### config.mk
export PLATFORM = sky130hd
export DESIGN_NAME = stream_mux_rr
export DESIGN_NICKNAME = d
export VERILOG_FILES = /design/src/rtl/stream_mux_rr.sv
export SDC_FILE = /design/constraint.sdc
export NUM_CORES = 1
export LEC_CHECK = 0
export ABC_CLOCK_PERIOD_IN_PS = 2300
export CAP_MARGIN = 15
export CORE_MARGIN = 3
export CORE_UTILIZATION = 36
export DETAILED_ROUTE_END_ITERATION = 10
export PLACE_DENSITY_LB_ADDON = 0.12
export SYNTH_ARGS = -nofsm -noshare
export SYNTH_HDL_FRONTEND = slang
export SYNTH_SLANG_ARGS = --single-unit
### constraint.sdc
create_clock -name clk -period 2.3 [get_ports clk]
set_clock_uncertainty 0.1 [all_clocks]
set_input_delay 0.46 -clock clk [delete_from_list [all_inputs] [get_ports clk]]
set_output_delay 0.46 -clock clk [all_outputs]
set_load 0.05 [all_outputs]
### src/rtl/stream_mux_rr.sv
// Round-robin registered stream multiplexer: N valid/ready producers merged onto one consumer.
// Optional packet lock (define STREAM_MUX_PKT_LOCK_EN) holds the grant until the end of a packet.
module stream_mux_rr #(
    parameter int WIDTH    = 10,
    parameter int CHANNELS = 4,
    parameter int SEL_W    = $clog2(CHANNELS)
) (
    input  logic                      clk,
    input  logic                      reset,
    input  logic [CHANNELS*WIDTH-1:0] in_data,
    input  logic [CHANNELS-1:0]       in_valid,
    input  logic [CHANNELS-1:0]       in_last,
    output logic [CHANNELS-1:0]       in_ready,
    output logic [WIDTH-1:0]          out_data,
    output logic                      out_last,
    output logic [SEL_W-1:0]          out_sel,
    output logic                      out_valid,
    input  logic                      out_ready
);

    logic [WIDTH-1:0] chan_data [CHANNELS];
    logic [SEL_W-1:0] rr_ptr_reg;
    logic [SEL_W-1:0] arb_grant;
    logic [SEL_W-1:0] arb_idx;
    logic             arb_found;
    logic [SEL_W-1:0] grant;
    logic             grant_ok;
    logic             space;
    logic             xfer;

    logic [WIDTH-1:0] out_data_reg;
    logic             out_last_reg;
    logic [SEL_W-1:0] out_sel_reg;
    logic             out_valid_reg;

    generate
        for (genvar gi = 0; gi < CHANNELS; gi++) begin : g_chan
            assign chan_data[gi] = in_data[gi*WIDTH +: WIDTH];
            assign in_ready[gi]  = !reset && grant_ok && space && (grant == SEL_W'(gi));
        end
    endgenerate

    // Scan starts just after the last winner, so the winner drops to lowest priority.
    always_comb begin
        arb_grant = '0;
        arb_found = 1'b0;
        arb_idx   = '0;
        for (int k = 1; k <= CHANNELS; k++) begin
            arb_idx = SEL_W'((int'(rr_ptr_reg) + k) % CHANNELS);
            if (!arb_found && in_valid[arb_idx]) begin
                arb_found = 1'b1;
                arb_grant = arb_idx;
            end
        end
    end

`ifdef STREAM_MUX_PKT_LOCK_EN
    typedef enum logic {IDLE, LOCKED} lock_state_t;

    lock_state_t      lock_state_reg;
    logic [SEL_W-1:0] lock_ch_reg;

    // While locked the owner keeps the grant even when it is momentarily not valid.
    assign grant    = (lock_state_reg == LOCKED) ? lock_ch_reg : arb_grant;
    assign grant_ok = (lock_state_reg == LOCKED) || (|in_valid);

    always_ff @(posedge clk) begin
        if (reset) begin
            lock_state_reg <= IDLE;
            lock_ch_reg    <= '0;
        end else if (xfer) begin
            case (lock_state_reg)
                IDLE: begin
                    if (!in_last[grant]) begin
                        lock_state_reg <= LOCKED;
                        lock_ch_reg    <= grant;
                    end
                end
                LOCKED: begin
                    if (in_last[lock_ch_reg]) begin
                        lock_state_reg <= IDLE;
                    end
                end
                default: lock_state_reg <= IDLE;
            endcase
        end
    end
`else
    assign grant    = arb_grant;
    assign grant_ok = |in_valid;
`endif

    assign space = !out_valid_reg || out_ready;
    assign xfer  = !reset && grant_ok && in_valid[grant] && space;

    always_ff @(posedge clk) begin
        if (reset) begin
            out_valid_reg <= 1'b0;
            out_data_reg  <= '0;
            out_last_reg  <= 1'b0;
            out_sel_reg   <= '0;
            rr_ptr_reg    <= SEL_W'(CHANNELS - 1);
        end else if (xfer) begin
            out_valid_reg <= 1'b1;
            out_data_reg  <= chan_data[grant];
            out_last_reg  <= in_last[grant];
            out_sel_reg   <= grant;
            rr_ptr_reg    <= grant;
        end else if (out_ready) begin
            out_valid_reg <= 1'b0;
        end
    end

    assign out_data  = out_data_reg;
    assign out_last  = out_last_reg;
    assign out_sel   = out_sel_reg;
    assign out_valid = out_valid_reg;

endmodule

* After elaboration in Yosys (flattened, before gate mapping)
Cells that the tools add are included.
** Word-level totals
- Register bits :: 16
- Bits of input ports :: 51
- Latch bits :: 0
- Output and inout bits :: 18
- Memories :: 0
- Logic and storage cells :: 63
- ROM bits :: 0
- RAM bits :: 0
** Operators by class
- Divide/modulo/power cells :: 0
- Multiply operators :: 0
- Bitwise gates (word level) :: 1
- Shifts and indexed selects :: 0
- Muxes and demuxes :: 24
- Equal/unequal tests :: 3
- Reduce and logical (&&, ||, !) cells :: 20
- $add $sub $neg :: 4
- $lt $le $gt $ge :: 6
** Operators with widths (count)
- 10-bit binary-select mux with 2-bit select :: 1
- 10-bit 2-to-1 mux :: 2
- 2-bit by 3-bit less-than comparator with 1-bit output (second input constant) :: 5
- 1-bit binary-select mux with 2-bit select :: 6
- 1-bit logical AND :: 11
- 1-bit 2-to-1 mux :: 11
- 2-bit 2-to-1 mux :: 4
- 1-bit zero test :: 5
- 2-bit by 1-bit adder with 2-bit output (second input constant) :: 2
- 2-bit adder (second input constant) :: 2
- 2-bit == test (second input constant) :: 2
- 4-bit OR reduction :: 1
- 3-bit greater-or-equal comparator (second input constant) :: 1
- 2-bit inverter with 3-bit output :: 1
- 2-bit by 1-bit == test with 1-bit output (second input constant) :: 1
- 2-bit zero test :: 1
- 2-bit nonzero test :: 1
- 1-bit logical OR :: 1

* Depth between registers and ports, before layout
Gate-level depths: netlist of the first run.
- Depth in word-level cells :: 18
- Depth in mapped cells :: 7
- Depth with buffers taken out :: 5

* Worst setup path after synthesis of the first run
OpenSTA, ideal clock, no wires.
- Path kind :: flip-flop to output port
- Start :: register out_valid_reg (netlist: out_valid)
- End :: output port in_ready[2]
- Stages on the path, launching flop included :: 6
- Path slack :: -0.170 ns
- Arrival time :: 1.910 ns
- Required time :: 1.740 ns
- Path through :: dfxtp_1 > nor2b_1 > nor3_2 > nand3_2 > buf_2 > nor2_1
** On the way
- Word-level cells in the longest chain between the ends :: 4
** RTL lines
- from (decl) :: line 34 : logic out_valid_reg;
- from (signal assigned) :: line 98 : out_valid_reg <= 1'b0;
- from (signal assigned) :: line 104 : out_valid_reg <= 1'b1;
- from (signal assigned) :: line 110 : out_valid_reg <= 1'b0;
- 1-bit zero test :: line 93 : assign space = !out_valid_reg || out_ready;
- 1-bit logical OR :: line 93
- 1-bit logical AND (2 in series) :: line 39 : assign in_ready[gi] = !reset && grant_ok && space && (grant == SEL_W'(gi));
- to (decl) :: line 13 : output logic [CHANNELS-1:0] in_ready,
Every way passes these cells.

* Worst setup path in the final report of the first run
- Start :: input port in_valid[1]
- End :: output port in_ready[1]
** On the way
- Word-level cells in the longest chain between the ends :: 14
- Elaborated cells on any way between the ends :: 26
- Those cells by class :: 1 x eq/ne; 15 x mux; 10 x reduce/logical
** RTL lines
- from (decl) :: line 11 : input logic [CHANNELS-1:0] in_valid,
- 1-bit binary-select mux with 2-bit select :: line 50 : if (!arb_found && in_valid[arb_idx]) begin
- 1-bit 2-to-1 mux (not written as such) :: line 50
- 1-bit 2-to-1 mux :: line 50
- 1-bit zero test :: line 50
- 1-bit logical AND :: line 50
- 1-bit 2-to-1 mux :: line 50
- 1-bit zero test :: line 50
- 1-bit logical AND :: line 50
- 1-bit 2-to-1 mux :: line 50
- 1-bit zero test :: line 50
- 1-bit logical AND :: line 50
- 2-bit 2-to-1 mux :: line 50
- 2-bit by 1-bit == test with 1-bit output :: line 39
- 1-bit logical AND * :: line 39
Every way passes the cells marked *; elsewhere a longest branch is shown, timed or not. The select of a mux whose other input is x is not followed.

==> out/results.txt, run 1 <==
The flow ran to the end, and the final reports show no timing, DRC or antenna violations. Kind of path behind the tightest hold check: reg -> reg. The actual transition at the worst max-transition pin was 0.512 ns; the total CTS buffers was 3. The die covers 3580 um^2. The synthesis-to-layout area growth came out at 88.5%.

CTS sink count: 16. The clock passes through at most 2 buffers. 69 I/O pins were placed. Wires add up to 3740 um. The net count of the finished layout is 249. The pin count of the biggest net entering global routing was 17. Data arrives at the worst endpoint at 1.71 ns. The required time at the worst-slack endpoint came out at 1.74 ns. The number of remaining DRC errors is 0. In the layout the commonest cells are 58 x sky130_fd_sc_hd__clkdlybuf4s50_1, 18 x sky130_fd_sc_hd__buf_4, 15 x sky130_fd_sc_hd__dfxtp_1. VDD sags by at most 0.000444 V. The maximum fanout count along the critical path came out at 3.

The maximum operating frequency came out at 441 MHz. Share of synthesized registers carrying an async set or reset: 0. The total overflow left after global routing is 0. The number of different library cells used by synthesis comes to 30. The tools report the register-to-register setup slack as 0.54 ns.

The count of final hold-check violations is 0, and the number of flip-flops under the largest register name is 10. Row generation in the floorplan step produced 18 rows. Critical path startpoint category: a primary input.

The compound-gate portion of the synthesized area is 0.323, and the part of the power in registers is 0.327. In this run the horizontal extent of the chip is 59.8 um. When the netlist entered floorplanning its net count stood at 168. The tools report the number of routed nets with antenna violations as 0. The post-detailed-route via-to-cell ratio was 5.62. The initial antenna violation count is 0, and the share of synthesized cell area in and, or, nand and nor gates is 0.203. The adder and majority cell fraction of the synthesized area works out to 0. Among all flip-flop cells after synthesis, the most frequent one is sky130_fd_sc_hd__dfxtp_1.

The first routing iteration left 45 violations. The max-cap check violation count was 0; the fraction of power consumed by the clock network was 0.192. Setup repair after global routing left no endpoint under its margin. For the final routed database, the setup TNS stands at 0 ns. The final cycle utilization of the critical path works out to 0.986.

The number of global-route vias before repair was 1290; the post-layout total power was 981 uW. Counting flops and latches in the post-synthesis netlist gives 16. The share of cells above drive strength 1 was 0.228; the maximum level of the CTS H-tree was 1.

Leaving out fill and tap cells, the most frequent cell in the layout is sky130_fd_sc_hd__clkdlybuf4s50_1. After synthesis, the mean cell area works out to 8.92 um^2. Number of max-slew violations in the final report: 0. The die is 59.8 um tall.

The fraction of the yosys area taken by sequential cells was 0.307; the number of warning messages in the yosys log was 0. The later-pin clock latency in the skew report came out at 0.28 ns. TritonCTS built the clock tree. For the number of buffers inserted by hold repair at cts, the log shows 0. For the core area, the log shows 2610 um^2.

The type of the worst setup path was in -> out. Xor/xnor cell area share of the yosys netlist: 0. By area, the combinational part of the netlist is dominated by compound AO/OA/AOI/OAI gates. The first global-routing pass estimated 5980 um of wire. The post-synthesis instance total was 117. The total track usage was 0.222; the final estimated routing congestion in global placement was 0.892. Setup violations remaining at the end of the flow were counted as 0.

The cell area that synthesis handed to floorplanning was 1040 um^2. The total power divided by cell area was 499 nW/um^2. The total iterations of the first detailed-routing run came out at 5. In this run the static leakage power is 0.000838 uW. The starting density of the core was 0.399. The analysis attributes to net switching a power of 354 uW. The internal cell power was 628 uW; the number of enable flip-flop cells after synthesis was 0. The max-slew headroom at the worst pin is 0.658. The combinational power share was 0.481; the number of antenna repair diodes was 0.

The average routed wire per standard cell works out to 16.5 um. STA classifies the critical path endpoint as an output port. The wire-length estimate of the detail-placed layout is 2710 um. For this block, the via count after detailed routing is 1275.

The root buffer selected by CTS is sky130_fd_sc_hd__clkbuf_4. During placement, the flow inserted port buffers numbering 68. The clock period could shrink to 2.27 ns.

The multiplexer share of the synthesized area came out at 0.106. After clock tree synthesis, the clock-pin slew on the worst setup and hold paths is 0.10 ns. The switching part of the total power is 0.360.
==> per-stage QoR <==
stage	worst slack, ns	hold WS (ns)	cells	instance area (um^2)	util
2_1_floorplan	-0.170	0.409	117	1040	-
3_3_place_gp	-0.257	0.346	221	1860	0.712
3_5_place_dp	-0.322	0.350	221	1860	0.712
4_1_cts	-0.00169	0.364	227	1950	0.748
5_1_grt	0.00183	0.375	227	1970	0.753
6_report	0.0312	0.365	227	1970	0.753
==> worst max-delay path, stage by stage <==
cell and delay [ns]:
sky130_fd_sc_hd__clkdlybuf4s15_1 0.22, sky130_fd_sc_hd__buf_4 0.18, sky130_fd_sc_hd__o21a_1 0.17, sky130_fd_sc_hd__o21ai_2 0.15, sky130_fd_sc_hd__buf_4 0.15, sky130_fd_sc_hd__a21oi_4 0.06, sky130_fd_sc_hd__and2_4 0.17, sky130_fd_sc_hd__buf_12 0.14
==> cells in the mapped netlist (2+ instances only) <==
cell type | number | area [um^2]
sky130_fd_sc_hd__nand2_1 | 4 | 15.0
sky130_fd_sc_hd__a221oi_1 | 11 | 96.3
sky130_fd_sc_hd__buf_2 | 3 | 15.0
sky130_fd_sc_hd__dfxtp_1 | 16 | 320
sky130_fd_sc_hd__clkbuf_1 | 5 | 18.8
sky130_fd_sc_hd__a21oi_1 | 3 | 15.0
sky130_fd_sc_hd__o21bai_1 | 12 | 90.1
sky130_fd_sc_hd__nor2b_1 | 3 | 18.8
sky130_fd_sc_hd__and2_1 | 2 | 12.5
sky130_fd_sc_hd__and3_1 | 12 | 75.1
sky130_fd_sc_hd__a211oi_1 | 11 | 82.6
sky130_fd_sc_hd__nor2_1 | 7 | 26.3
sky130_fd_sc_hd__mux2i_1 | 11 | 110
==> worst paths after layout <==
check	startpoint	endpoint	depth (start not counted)
worst max-delay path	in_valid[1]	in_ready[1]	8
worst min register to register	out_sel[1]	out_sel[1]	2
worst max register to register	rr_ptr_reg[1]	out_data[7]	6
worst min-delay path	out_sel[1]	out_sel[1]	2
==> layer usage <==
layer | vias up | wire, um | GRT usage
li1 | 611 | - | -
met4 | 0 | 24 | 0.0696
met5 | - | 0 | 0
met1 | 596 | 1460 | 0.266
met2 | 66 | 1950 | 0.397
met3 | 2 | 307 | 0.0367
==> logic make-up (layout without fill, tap and decap cells) <==
logic type	Yosys count	after routing
compound gates	43	43
buf+inv	11	91
flops	16	16
mux	11	11
simple gates	36	36
==> what timing repair did <==
action,CTS,global route
endpoints found under the hold margin,0,0
pin swaps,4,1
endpoints found under the setup margin,4,4
buffers inserted,2,0
gates resized for setup,18,10
==> power by group through the flow <==
stage,Clock (uW),Sequential (uW),Combinational [uW]
global placement,0,325,441
CTS,196,320,465
finish,188,321,472
floorplan,0,406,162
global route,211,324,498
detailed placement,0,326,447
==> final cells by class <==
type	count	area, um^2
repair buffers	86	842
multi-input cells	90	726
fillers	194	646
flip-flops and latches	16	322
clock buffers	4	36.3
well taps	30	37.5
inverters	1	3.75
(Power assumes the default switching activity.)
==> inputs of run 2 (changes only) <==
--- a/config.mk
+++ b/config.mk
@@ -7,8 +7,8 @@
 export LEC_CHECK = 0
 export ABC_CLOCK_PERIOD_IN_PS = 2300
 export CAP_MARGIN = 15
-export CORE_MARGIN = 3
 export CORE_UTILIZATION = 36
+export CTS_CLUSTER_SIZE = 25
 export DETAILED_ROUTE_END_ITERATION = 10
 export PLACE_DENSITY_LB_ADDON = 0.12
 export SYNTH_ARGS = -nofsm -noshare
==> run 2 against run 1 <==
Combinational power up 3%; non-clock buffer count rose by 3; core utilization shrank 1.6 points; die area is 13% lower; worst hold slack gained 0.0033 ns; design area grew 3.3%; clock power rose by 2%; count of clock-buffer cells in the layout did not move; wire length fell by 0.72%; critical path type unchanged; largest cell class unchanged; largest power group unchanged.
==> out/results.txt, run 2 (synthesis gave the netlist of run 1 again) <==
The flow ran to the end, and the final reports show no timing, DRC or antenna violations. The logs give 2740 um for the final HPWL from detailed placement and 1980 um for the met2 routed wirelength. Prior to clock tree synthesis, the placed netlist has a worst setup slack of -0.355 ns. Wires add up to 3710 um.

The number of global-route vias before repair is 1359. For the pin with the worst max-slew slack, the measured transition is 0.509 ns. The post-detailed-route via-to-cell ratio is 5.53, and the average routed wire per standard cell is 16.1 um. In the final routing, the length of wire on met1 measures 1510 um. Summed over all layers, the global routing overflow is 0. The number of max-slew violations in the final report came out at 0. TritonCTS built the clock tree. The number of flip-flops under the largest register name is 10. The endpoint class of the critical path was an output port. Setup repair after global routing left no endpoint under its margin. The library cells used most frequently in the layout, excluding fill and tap cells, are 58 x sky130_fd_sc_hd__clkdlybuf4s50_1, 19 x sky130_fd_sc_hd__buf_4, 15 x sky130_fd_sc_hd__dfxtp_1. The tools report the final core utilization as 0.737.

The critical path is of the in -> out type. The standard cell area after detailed placement is 1880 um^2, and the max-cap check violation count is 0. The core area is 2760 um^2, and the starting density of the core is 0.378. The die covers 3120 um^2.

The critical path startpoint category is a primary input. The clock-pin slew reported for the worst setup and hold paths after clock tree synthesis was 0.10 ns. The tools report the total iterations of the first detailed-routing run as 4.

During I/O placement, the number of pins put on the boundary was 69. The share of cells above drive strength 1 is 0.230, and the static leakage is 0.000859 uW. The library cell used most frequently in the layout, excluding fill and tap cells, is sky130_fd_sc_hd__clkdlybuf4s50_1. At the end of routability-driven placement, the weighted congestion stood at 0.940. For the arrival time at the worst endpoint, the log shows 1.72 ns. The peak supply drop is 0.000415 V, and the wire length of the first global-routing pass is 5930 um. The logs give 1277 for the overall via count from detail_route and 17 for the pin count of the biggest net entering global routing.

Post-layout net count: 252. The number of antenna repair diodes was 0. The die is 55.8 um wide.

Synthesis-to-layout area growth: 94.7%. The tools report the maximum operating frequency as 439 MHz. The minimum clock period was 2.28 ns; the count of input and output buffers was 68. The path class of the tightest hold or removal check is reg -> reg. The run gives 0.239 as the total track usage. In this run the remaining antenna-violating nets after routing total 0. After routing the design area is 2030 um^2. The logs give 1.74 ns for the required time at the worst-slack endpoint and 222 for the count of filler cells inserted in the layout. The logs give 2 for the maximum number of buffers from clock root to sink and 26 for the number of DRC markers after the initial detailed-route iteration. The number of remaining DRC errors came out at 0.

The standard-cell row count was 19. The height of the die came out at 55.8 um. Of all nets on the critical path, the largest fanout is 5. The initial antenna violation count was 0.

The clock reaches the later pin of the worst-skew pair after 0.29 ns. The root buffer selected by CTS is sky130_fd_sc_hd__clkbuf_4. Setup violations remaining at the end of the flow were counted as 0.

Routed signal wires occupy layers up through met4. In this run, post-CTS hold repair placed 0 buffers. The max-slew headroom at the worst pin came out at 0.659.

The tools report the worst path setup slack after routing as 0.0232 ns. Summed over all failing endpoints, the final setup total negative slack is 0 ns. In this run the power density over the cells is 492 nW/um^2. Wire segments on met3 add up to 192 um in the final route.

The count of final hold-check violations is 0, and the total CTS buffers is 3. The CTS sink count came out at 16. The tools report the maximum level of the CTS H-tree as 1.

The final cycle utilization of the critical path is 0.990, and the post-layout total power is 1000 uW.
==> run 2: cell count changes in the layout (fill, tap and decap cells not counted), sizes merged <==
cell	delta
buf	+3
dlygate4sd2	+2
clkbuf	-2
==> run 2: cell type report <==
type | count | area, um^2 | area share
clock buffer | 4 | 36.3 | 0.0179
inverter | 1 | 3.75 | 0.00185
multi-input combinational | 90 | 752 | 0.370
sequential | 16 | 322 | 0.158
tap | 31 | 38.8 | 0.0191
timing repair buffer | 89 | 880 | 0.433
==> run 2: routing by layer <==
metal / global-route usage / vias up
li1: - / 617
met3: 0.0372 / 4
met5: 0 / -
met2: 0.441 / 51
met4: 0.0941 / 0
met1: 0.275 / 605
==> run 2: timing repair <==
item	CTS	global route
buffers inserted	2	0
gates resized for setup	24	6
pin swaps	3	3
endpoints found under the setup margin	4	4
==> run 2: path summary, 6_finish.rpt <==
| check | from | endpoint | cells after the start | slack (ns) |
|---|---|---|---|---|
| max reg2reg | rr_ptr_reg[1] | out_data[8] | 7 | 0.47 |
| min | out_sel[1] | out_sel[1] | 2 | 0.37 |
| max | in_valid[3] | in_ready[1] | 6 | 0.02 |
| min reg2reg | out_sel[1] | out_sel[1] | 2 | 0.37 |
==> run 2: power by group <==
| part | total [uW] | switching, uW | internal [uW] |
|---|---|---|---|
| sequential | 323 | 18.3 | 304 |
| clock | 192 | 95.2 | 96.4 |
| combinational | 486 | 249 | 237 |
==> run 2: metrics by stage <==
step	hold WS, ns	instances
global placement	0.351	225
detailed placement	0.355	225
global route	0.396	231
floorplan	0.409	117
finish	0.368	231
CTS	0.369	231
==> run 2: worst max-delay path, stage by stage <==
cell,delay (ns)
sky130_fd_sc_hd__dlygate4sd2_1,0.30
sky130_fd_sc_hd__nor4_2,0.09
sky130_fd_sc_hd__or3_4,0.41
sky130_fd_sc_hd__a21oi_4,0.15
sky130_fd_sc_hd__and2_4,0.17
sky130_fd_sc_hd__buf_12,0.13
